==> src/rtl/wb_stage_if.sv <==
// Bus bundle between the memory-access stage, the writeback stage and the
// register file / IO read port.
interface wb_stage_if #(
  parameter int unsigned XLEN = 32
);
  logic            in_valid;
  logic            in_ready;
  logic [1:0]      in_wb_sel;
  logic [2:0]      in_funct3;
  logic [XLEN-1:0] in_addr;
  logic [XLEN-1:0] in_pc;
  logic [XLEN-1:0] in_alu;
  logic [4:0]      in_rd;
  logic            in_rf_we;
  logic [XLEN-1:0] dmem_dout;
  logic [XLEN-1:0] bios_dout;
  logic            io_req;
  logic [XLEN-1:0] io_rdata;
  logic            io_valid;
  logic            rf_we;
  logic [4:0]      rf_rd;
  logic [XLEN-1:0] rf_wdata;
  logic            io_timeout_err;

  modport slave (
    input  in_valid, in_wb_sel, in_funct3, in_addr, in_pc, in_alu, in_rd,
           in_rf_we, dmem_dout, bios_dout, io_rdata, io_valid,
    output in_ready, io_req, rf_we, rf_rd, rf_wdata, io_timeout_err
  );

  modport master (
    output in_valid, in_wb_sel, in_funct3, in_addr, in_pc, in_alu, in_rd,
           in_rf_we, dmem_dout, bios_dout, io_rdata, io_valid,
    input  in_ready, io_req, rf_we, rf_rd, rf_wdata, io_timeout_err
  );
endinterface

==> src/rtl/wb_stage.sv <==
// Writeback stage: source select, load extraction and a stalling IO read path
// with timeout, registered into the register file write port.
module wb_stage #(
  parameter int unsigned XLEN       = 32,
  parameter logic [3:0]  BIOS_NIB   = 4'b0100,
  parameter logic [3:0]  IO_NIB     = 4'b1000,
  parameter int unsigned IO_TIMEOUT = 15
) (
  input  logic       clk,
  input  logic       rst,
  wb_stage_if.slave  bus
);

  localparam int unsigned CNT_W = $clog2(IO_TIMEOUT + 1);

  localparam logic [0:0] IDLE    = 1'b0;
  localparam logic [0:0] IO_WAIT = 1'b1;

  logic [0:0]      state_q, state_d;
  logic [CNT_W-1:0] cnt_q, cnt_d;
  logic            rf_we_q, rf_we_d;
  logic [4:0]      rf_rd_q, rf_rd_d;
  logic [XLEN-1:0] rf_wdata_q, rf_wdata_d;
  logic            io_req_q, io_req_d;
  logic            err_q, err_d;
  logic [4:0]      io_rd_q, io_rd_d;
  logic            io_we_q, io_we_d;
  logic [2:0]      io_funct3_q, io_funct3_d;
  logic [1:0]      io_off_q, io_off_d;

  logic [3:0]      nib;
  logic            accept;
  logic            is_io;
  logic [XLEN-1:0] load_word;
  logic [XLEN-1:0] result;

  // Byte/half/word select with sign or zero extension; unknown funct3 acts as LW.
  function automatic logic [XLEN-1:0] extract(input logic [XLEN-1:0] word,
                                              input logic [2:0]      f3,
                                              input logic [1:0]      off);
    logic [7:0]  b;
    logic [15:0] h;
    case (off)
      2'd0:    b = word[7:0];
      2'd1:    b = word[15:8];
      2'd2:    b = word[23:16];
      default: b = word[31:24];
    endcase
    h = off[1] ? word[31:16] : word[15:0];
    case (f3)
      3'b000:  extract = {{(XLEN-8){b[7]}}, b};
      3'b001:  extract = {{(XLEN-16){h[15]}}, h};
      3'b100:  extract = {{(XLEN-8){1'b0}}, b};
      3'b101:  extract = {{(XLEN-16){1'b0}}, h};
      default: extract = word;
    endcase
  endfunction

  assign nib    = bus.in_addr[XLEN-1 -: 4];
  assign accept = bus.in_valid && (state_q == IDLE);
  assign is_io  = (bus.in_wb_sel == 2'd1) && (nib == IO_NIB);

  // Non-IO writeback value for the instruction currently offered.
  always_comb begin
    load_word = (nib == BIOS_NIB) ? bus.bios_dout : bus.dmem_dout;
    case (bus.in_wb_sel)
      2'd1:    result = extract(load_word, bus.in_funct3, bus.in_addr[1:0]);
      2'd2:    result = bus.in_pc + XLEN'(4);
      default: result = bus.in_alu;
    endcase
  end

  always_comb begin
    state_d     = state_q;
    cnt_d       = cnt_q;
    rf_we_d     = 1'b0;
    rf_rd_d     = rf_rd_q;
    rf_wdata_d  = rf_wdata_q;
    io_req_d    = 1'b0;
    err_d       = err_q;
    io_rd_d     = io_rd_q;
    io_we_d     = io_we_q;
    io_funct3_d = io_funct3_q;
    io_off_d    = io_off_q;

    case (state_q)
      IDLE: begin
        if (accept) begin
          if (is_io) begin
            state_d     = IO_WAIT;
            cnt_d       = '0;
            io_req_d    = 1'b1;
            io_rd_d     = bus.in_rd;
            io_we_d     = bus.in_rf_we;
            io_funct3_d = bus.in_funct3;
            io_off_d    = bus.in_addr[1:0];
          end else begin
            rf_we_d    = bus.in_rf_we && (bus.in_rd != 5'd0);
            rf_rd_d    = bus.in_rd;
            rf_wdata_d = result;
          end
        end
      end
      IO_WAIT: begin
        if (bus.io_valid) begin
          state_d    = IDLE;
          rf_we_d    = io_we_q && (io_rd_q != 5'd0);
          rf_rd_d    = io_rd_q;
          rf_wdata_d = extract(bus.io_rdata, io_funct3_q, io_off_q);
        end else if (cnt_q == CNT_W'(IO_TIMEOUT - 1)) begin
          // Timed out: retire the load with zero so the pipeline keeps moving.
          state_d    = IDLE;
          rf_we_d    = io_we_q && (io_rd_q != 5'd0);
          rf_rd_d    = io_rd_q;
          rf_wdata_d = '0;
          err_d      = 1'b1;
        end else begin
          cnt_d = cnt_q + CNT_W'(1);
        end
      end
      default: state_d = IDLE;
    endcase
  end

  always_ff @(posedge clk) begin
    if (rst) begin
      state_q     <= IDLE;
      cnt_q       <= '0;
      rf_we_q     <= 1'b0;
      rf_rd_q     <= '0;
      rf_wdata_q  <= '0;
      io_req_q    <= 1'b0;
      err_q       <= 1'b0;
      io_rd_q     <= '0;
      io_we_q     <= 1'b0;
      io_funct3_q <= '0;
      io_off_q    <= '0;
    end else begin
      state_q     <= state_d;
      cnt_q       <= cnt_d;
      rf_we_q     <= rf_we_d;
      rf_rd_q     <= rf_rd_d;
      rf_wdata_q  <= rf_wdata_d;
      io_req_q    <= io_req_d;
      err_q       <= err_d;
      io_rd_q     <= io_rd_d;
      io_we_q     <= io_we_d;
      io_funct3_q <= io_funct3_d;
      io_off_q    <= io_off_d;
    end
  end

  assign bus.in_ready       = (state_q == IDLE);
  assign bus.io_req         = io_req_q;
  assign bus.rf_we          = rf_we_q;
  assign bus.rf_rd          = rf_rd_q;
  assign bus.rf_wdata       = rf_wdata_q;
  assign bus.io_timeout_err = err_q;

endmodule

==> src/flat_wrapper.sv <==
// flat-port wrapper written by rule: the top's interface ports become plain ports
module wb_stage_flat 
#(
  parameter int unsigned XLEN       = 32,
  parameter logic [3:0]  BIOS_NIB   = 4'b0100,
  parameter logic [3:0]  IO_NIB     = 4'b1000,
  parameter int unsigned IO_TIMEOUT = 15
)
  (clk, rst, bus_in_valid, bus_in_wb_sel, bus_in_funct3, bus_in_addr, bus_in_pc, bus_in_alu, bus_in_rd, bus_in_rf_we, bus_dmem_dout, bus_bios_dout, bus_io_rdata, bus_io_valid, bus_in_ready, bus_io_req, bus_rf_we, bus_rf_rd, bus_rf_wdata, bus_io_timeout_err);
  wb_stage_if #(.XLEN(XLEN)) bus_i ();
  input  logic clk;
  input  logic rst;
  input wire logic [$bits(bus_i.in_valid)-1:0] bus_in_valid;
  input wire logic [$bits(bus_i.in_wb_sel)-1:0] bus_in_wb_sel;
  input wire logic [$bits(bus_i.in_funct3)-1:0] bus_in_funct3;
  input wire logic [$bits(bus_i.in_addr)-1:0] bus_in_addr;
  input wire logic [$bits(bus_i.in_pc)-1:0] bus_in_pc;
  input wire logic [$bits(bus_i.in_alu)-1:0] bus_in_alu;
  input wire logic [$bits(bus_i.in_rd)-1:0] bus_in_rd;
  input wire logic [$bits(bus_i.in_rf_we)-1:0] bus_in_rf_we;
  input wire logic [$bits(bus_i.dmem_dout)-1:0] bus_dmem_dout;
  input wire logic [$bits(bus_i.bios_dout)-1:0] bus_bios_dout;
  input wire logic [$bits(bus_i.io_rdata)-1:0] bus_io_rdata;
  input wire logic [$bits(bus_i.io_valid)-1:0] bus_io_valid;
  output wire logic [$bits(bus_i.in_ready)-1:0] bus_in_ready;
  output wire logic [$bits(bus_i.io_req)-1:0] bus_io_req;
  output wire logic [$bits(bus_i.rf_we)-1:0] bus_rf_we;
  output wire logic [$bits(bus_i.rf_rd)-1:0] bus_rf_rd;
  output wire logic [$bits(bus_i.rf_wdata)-1:0] bus_rf_wdata;
  output wire logic [$bits(bus_i.io_timeout_err)-1:0] bus_io_timeout_err;
  assign bus_i.in_valid = bus_in_valid;
  assign bus_i.in_wb_sel = bus_in_wb_sel;
  assign bus_i.in_funct3 = bus_in_funct3;
  assign bus_i.in_addr = bus_in_addr;
  assign bus_i.in_pc = bus_in_pc;
  assign bus_i.in_alu = bus_in_alu;
  assign bus_i.in_rd = bus_in_rd;
  assign bus_i.in_rf_we = bus_in_rf_we;
  assign bus_i.dmem_dout = bus_dmem_dout;
  assign bus_i.bios_dout = bus_bios_dout;
  assign bus_i.io_rdata = bus_io_rdata;
  assign bus_i.io_valid = bus_io_valid;
  assign bus_in_ready = bus_i.in_ready;
  assign bus_io_req = bus_i.io_req;
  assign bus_rf_we = bus_i.rf_we;
  assign bus_rf_rd = bus_i.rf_rd;
  assign bus_rf_wdata = bus_i.rf_wdata;
  assign bus_io_timeout_err = bus_i.io_timeout_err;
  wb_stage #(.XLEN(XLEN), .BIOS_NIB(BIOS_NIB), .IO_NIB(IO_NIB), .IO_TIMEOUT(IO_TIMEOUT)) u_core (.clk(clk), .rst(rst), .bus(bus_i));
endmodule
==> config.mk <==
export PLATFORM = sky130hd
export DESIGN_NAME = wb_stage_flat
export DESIGN_NICKNAME = d
export VERILOG_FILES = /design/src/rtl/wb_stage_if.sv /design/src/rtl/wb_stage.sv /design/src/flat_wrapper.sv
export SDC_FILE = /design/constraint.sdc
export NUM_CORES = 1
export LEC_CHECK = 0
export BUFFER_PORTS_ARGS = -buffer_cell sky130_fd_sc_hd__clkbuf_2
export CAP_MARGIN = 10
export CELL_PAD_IN_SITES_DETAIL_PLACEMENT = 0
export CELL_PAD_IN_SITES_GLOBAL_PLACEMENT = 1
export CORE_MARGIN = 3
export CORE_UTILIZATION = 25
export CTS_BUF_LIST = sky130_fd_sc_hd__clkbuf_8 sky130_fd_sc_hd__clkbuf_16
export DETAILED_ROUTE_END_ITERATION = 10
export GPL_ROUTABILITY_DRIVEN = 0
export PLACE_DENSITY = 0.79
export SLEW_MARGIN = 0
export SYNTH_ARGS = -nofsm -noshare
export SYNTH_HDL_FRONTEND = slang
export SYNTH_SLANG_ARGS = --single-unit
==> constraint.sdc <==
create_clock -name clk -period 2.5 [get_ports clk]
set_clock_uncertainty 0.1 [all_clocks]
set_input_delay 0.5 -clock clk [delete_from_list [all_inputs] [get_ports clk]]
set_output_delay 0.5 -clock clk [all_outputs]
set_load 0.02 [all_outputs]
==> flow_summary.ini <==
[logic_synthesis]
combinational_family_with_the_most_area_after_synthesis = compound AO/OA/AOI/OAI gates
synth_seq_area_share = 0.2096
synth.ff_latch_count = 56
synth.avg_cell_area_um2 = 7.160
post_synth_mux_area_share = 0.1394
async_flop_share = 0
synth-compound-area-share = 0.2683
mappedNetlistArea_um2 = 5349
synth-simple-area-share = 0.2568
yosysUniqueCellTypes = 76
number_of_flops_mapped_to_enable_cells_by_yosys = 0
synth-xor-area-share = 0.04912
post_synth_fa_ha_maj_area_fraction = 0.01170
synth_top_flop_cell = dfxtp_1
netlist_instances = 747
syn-num-nets = 959
synth.yosys.warnings = 0

[floorplan]
die_area_um2 = 23190
floorplan.initialDensity = 0.2593
floorplan.rows = 52
fp.dieH_um = 152.3
die_x_um = 152.3
core_box_area_um2 = 20620
i_o_pin_count = 248

[min_path]
hold_path.class = input port to register
min_to = u_core.io_we_q
hp-start = bus_in_rf_we
holdPathStages = 3

[timing]
fmax_ghz = 0.4228
rsz0062_at_grt = false
finalCriticalPeriod_ns = 2.365
remaining_max_slew_budget_at_the_tightest_pin = 0.6325
worst_pin_slew_ns = 0.5498
maxSlewViolCount = 0
setup_viol = 0
fin_ws_ns = 0.1347
final_min_period_over_clock_period = 0.9461
finalHoldViolations = 0

[routing]
detail_route.first_pass.iterations = 5
wl_um = 25680
vias = 6790
drcViolationCount = 0
route.detailed.vias_per_inst = 5.247
detail_route.iter0.violations = 691
routedWlPerCell_um = 19.85
drt.antenna.violating_nets = 0

[cts]
cts_buffers = 5
clk_transition_reported_paths_ns = 0.07
cts-root-to-sink-buffers = 2
tritoncts = yes
cts.sink_count = 56
htree_num_levels = 2
worst_skew_pair.late_latency_ns = 0.31
clockRootBuffer = clkbuf_16

[grt]
grt_pass1_vias = 6679
maximum_number_of_pins_on_one_net_before_global_route_repair = 27
grt_overflow_total = 0
grt_pass1_wl_um = 37980
grtUsageTotal = 0.2088
number_of_antenna_violations_at_the_first_check_in_global_routing = 1

[worst_setup_path]
ff2ff_path_depth = 8
setup.worst_path.end_class = register
reg2reg_setup_slack_ns = 0.25
wp_data_arrival_ns = 2.48
worst-path-max-fanout = 12
crit-reg2reg-launch = u_core.cnt_q[1]
setup.worst_path.class = input port to register
timing.critical_path.slowest_cell_delay_ns = 0.34
reg2reg_to = u_core.bus.rf_wdata[27]
path_cells = clkbuf_2 > nor4b_4 > buf_4 > buf_4 > mux2i_1 > mux2i_1 > a21oi_1 > o21ai_0 > a41o_1
worstPathRequired_ns = 2.61
crit_path_start_kind = input port
timing.critical_path.slowest_stage_cell = mux2i_1

[job]
timing.max_cap.violations = 0

[place]
placement_setup_slack_ns = -0.2514
io_buffer_count = 221
detailedPlacementHpwl_um = 21690

[pwr]
leakagePower_nw = 3.448
pwr_density_nw_per_um2 = 374.0
power.ir.vdd_worst_mv = 0.2593

[final_layout]
antenna_cells = 0
final_util = 0.3682
num-nets-final = 1235
area_growth_pct = 41.99
layout_cell_share_with_drive_strength_beyond_1 = 0.3516
layout.filler_cells = 2268

[status]
outcome = finished, final reports clean
[where the power goes]
part | internal, mW | leakage, nW | switching (mW)
Sequential | 0.946 | 0.460 | 0.0345
Combinational | 0.423 | 2.90 | 0.566
Clock | 0.504 | 0.0871 | 0.367
[routing by layer]
metal,vias up,wire length [um],GRT usage
li1,3286,-,-
met1,3122,11100,0.2800
met2,342,11410,0.3343
met3,40,2281,0.04487
met4,0,886,0.06892
met5,-,0,0
[synthesized netlist by cell type, types with 8 or more instances]
| master | number | share of area |
|---|---|---|
| clkbuf_1 | 29 | 0.020 |
| xnor2_1 | 25 | 0.041 |
| nand3_1 | 22 | 0.021 |
| nand2_1 | 61 | 0.043 |
| nor2_1 | 117 | 0.082 |
| buf_2 | 8 | 0.0075 |
| inv_1 | 33 | 0.023 |
| nor2b_1 | 9 | 0.011 |
| nor4_1 | 13 | 0.015 |
| nand4_1 | 12 | 0.014 |
| a2111oi_0 | 14 | 0.023 |
| dfxtp_1 | 56 | 0.21 |
| a21oi_1 | 71 | 0.066 |
| o21ai_0 | 43 | 0.040 |
| mux2i_1 | 61 | 0.11 |
| and3_1 | 11 | 0.013 |
| a211oi_1 | 12 | 0.017 |
[how the worst max path moves through the flow]
stage	startpoint	slack, ns	endpoint	depth (start not counted)
2_1_floorplan	bus_in_addr[29]	0.08	u_core.bus.rf_wdata[12]	7
3_3_place_gp	bus_in_addr[29]	-0.23	u_core.bus.rf_wdata[6]	9
3_5_place_dp	bus_in_addr[29]	-0.25	u_core.bus.rf_wdata[8]	9
4_1_cts	bus_in_addr[29]	0.06	u_core.bus.rf_wdata[6]	12
5_1_grt	bus_in_addr[29]	0.03	u_core.bus.rf_wdata[21]	8
6_report	bus_in_addr[29]	0.13	u_core.bus.rf_wdata[8]	9
[worst max-delay path: cells and delay by family]
kind                   cells  cell delay [ns]
buffers and inverters      3             0.59
AO/OA/AOI/OAI              3             0.59
multiplexers               2             0.50
AND/OR/NAND/NOR            1             0.30
[per-stage QoR]
| step | TNS (ns) | hold slack [ns] | area [um2] | power [mW] | cells |
|---|---|---|---|---|---|
| 2_1_floorplan | 0 | 0.3329 | 5349 | 1.454 | 747 |
| 3_3_place_gp | -2.724 | 0.3388 | 7356 | 1.956 | 1284 |
| 3_5_place_dp | -4.370 | 0.3511 | 7356 | 1.964 | 1284 |
| 4_1_cts | 0 | 0.3201 | 7533 | 2.828 | 1292 |
| 5_1_grt | 0 | 0.3329 | 7595 | 2.961 | 1294 |
| 6_report | 0 | 0.3267 | 7595 | 2.840 | 1294 |
[final cells by class]
cell class	instances	area [um2]	area share
flip-flops and latches	56	1121	0.1476
multi-input cells	608	3953	0.5204
clock inverters	2	38.79	0.005107
repair buffers	317	1874	0.2468
clock buffers	6	138.9	0.01829
well taps	270	337.8	0.04448
inverters	35	131.4	0.01730
[cell usage in the layout (no fill, tap or decap), types with 12 or more instances in the layout]
cell and n:
a211oi_1 12, a21oi_1 71, buf_4 91, clkbuf_2 221
dfxtp_1 56, inv_1 33, mux2i_1 54, nand2_1 61
nand3_1 22, nand4_1 12, nor2_1 117, nor4_1 13
o21ai_0 43, xnor2_1 25
[cell families after synthesis]
family	count (synthesis)
AOI/OAI and AO/OA	219
xor gates and xnor gates	30
adders and majority gates	5
buffers and inverters	83
DFF	56
muxes	70
and+or+nand+nor	284
[registers in the layout, summed over array words and instances, names as in the netlist]
register	cells
u_core.io_we_q	1
u_core.bus.rf_we	1
u_core.io_off_q	2
u_core.bus.rf_wdata	32
u_core.io_rd_q	5
u_core.bus.rf_rd	5
u_core.state_q	1
u_core.cnt_q	4
u_core.bus.io_req	1
u_core.bus.io_timeout_err	1
u_core.io_funct3_q	3
[timing repair]
action	in CTS	in global routing
setup endpoints to repair	0	17
buffers inserted	0	1
hold buffers	0	0
gates resized for setup	0	17
Note: power is estimated with default switching activity, not from simulation.
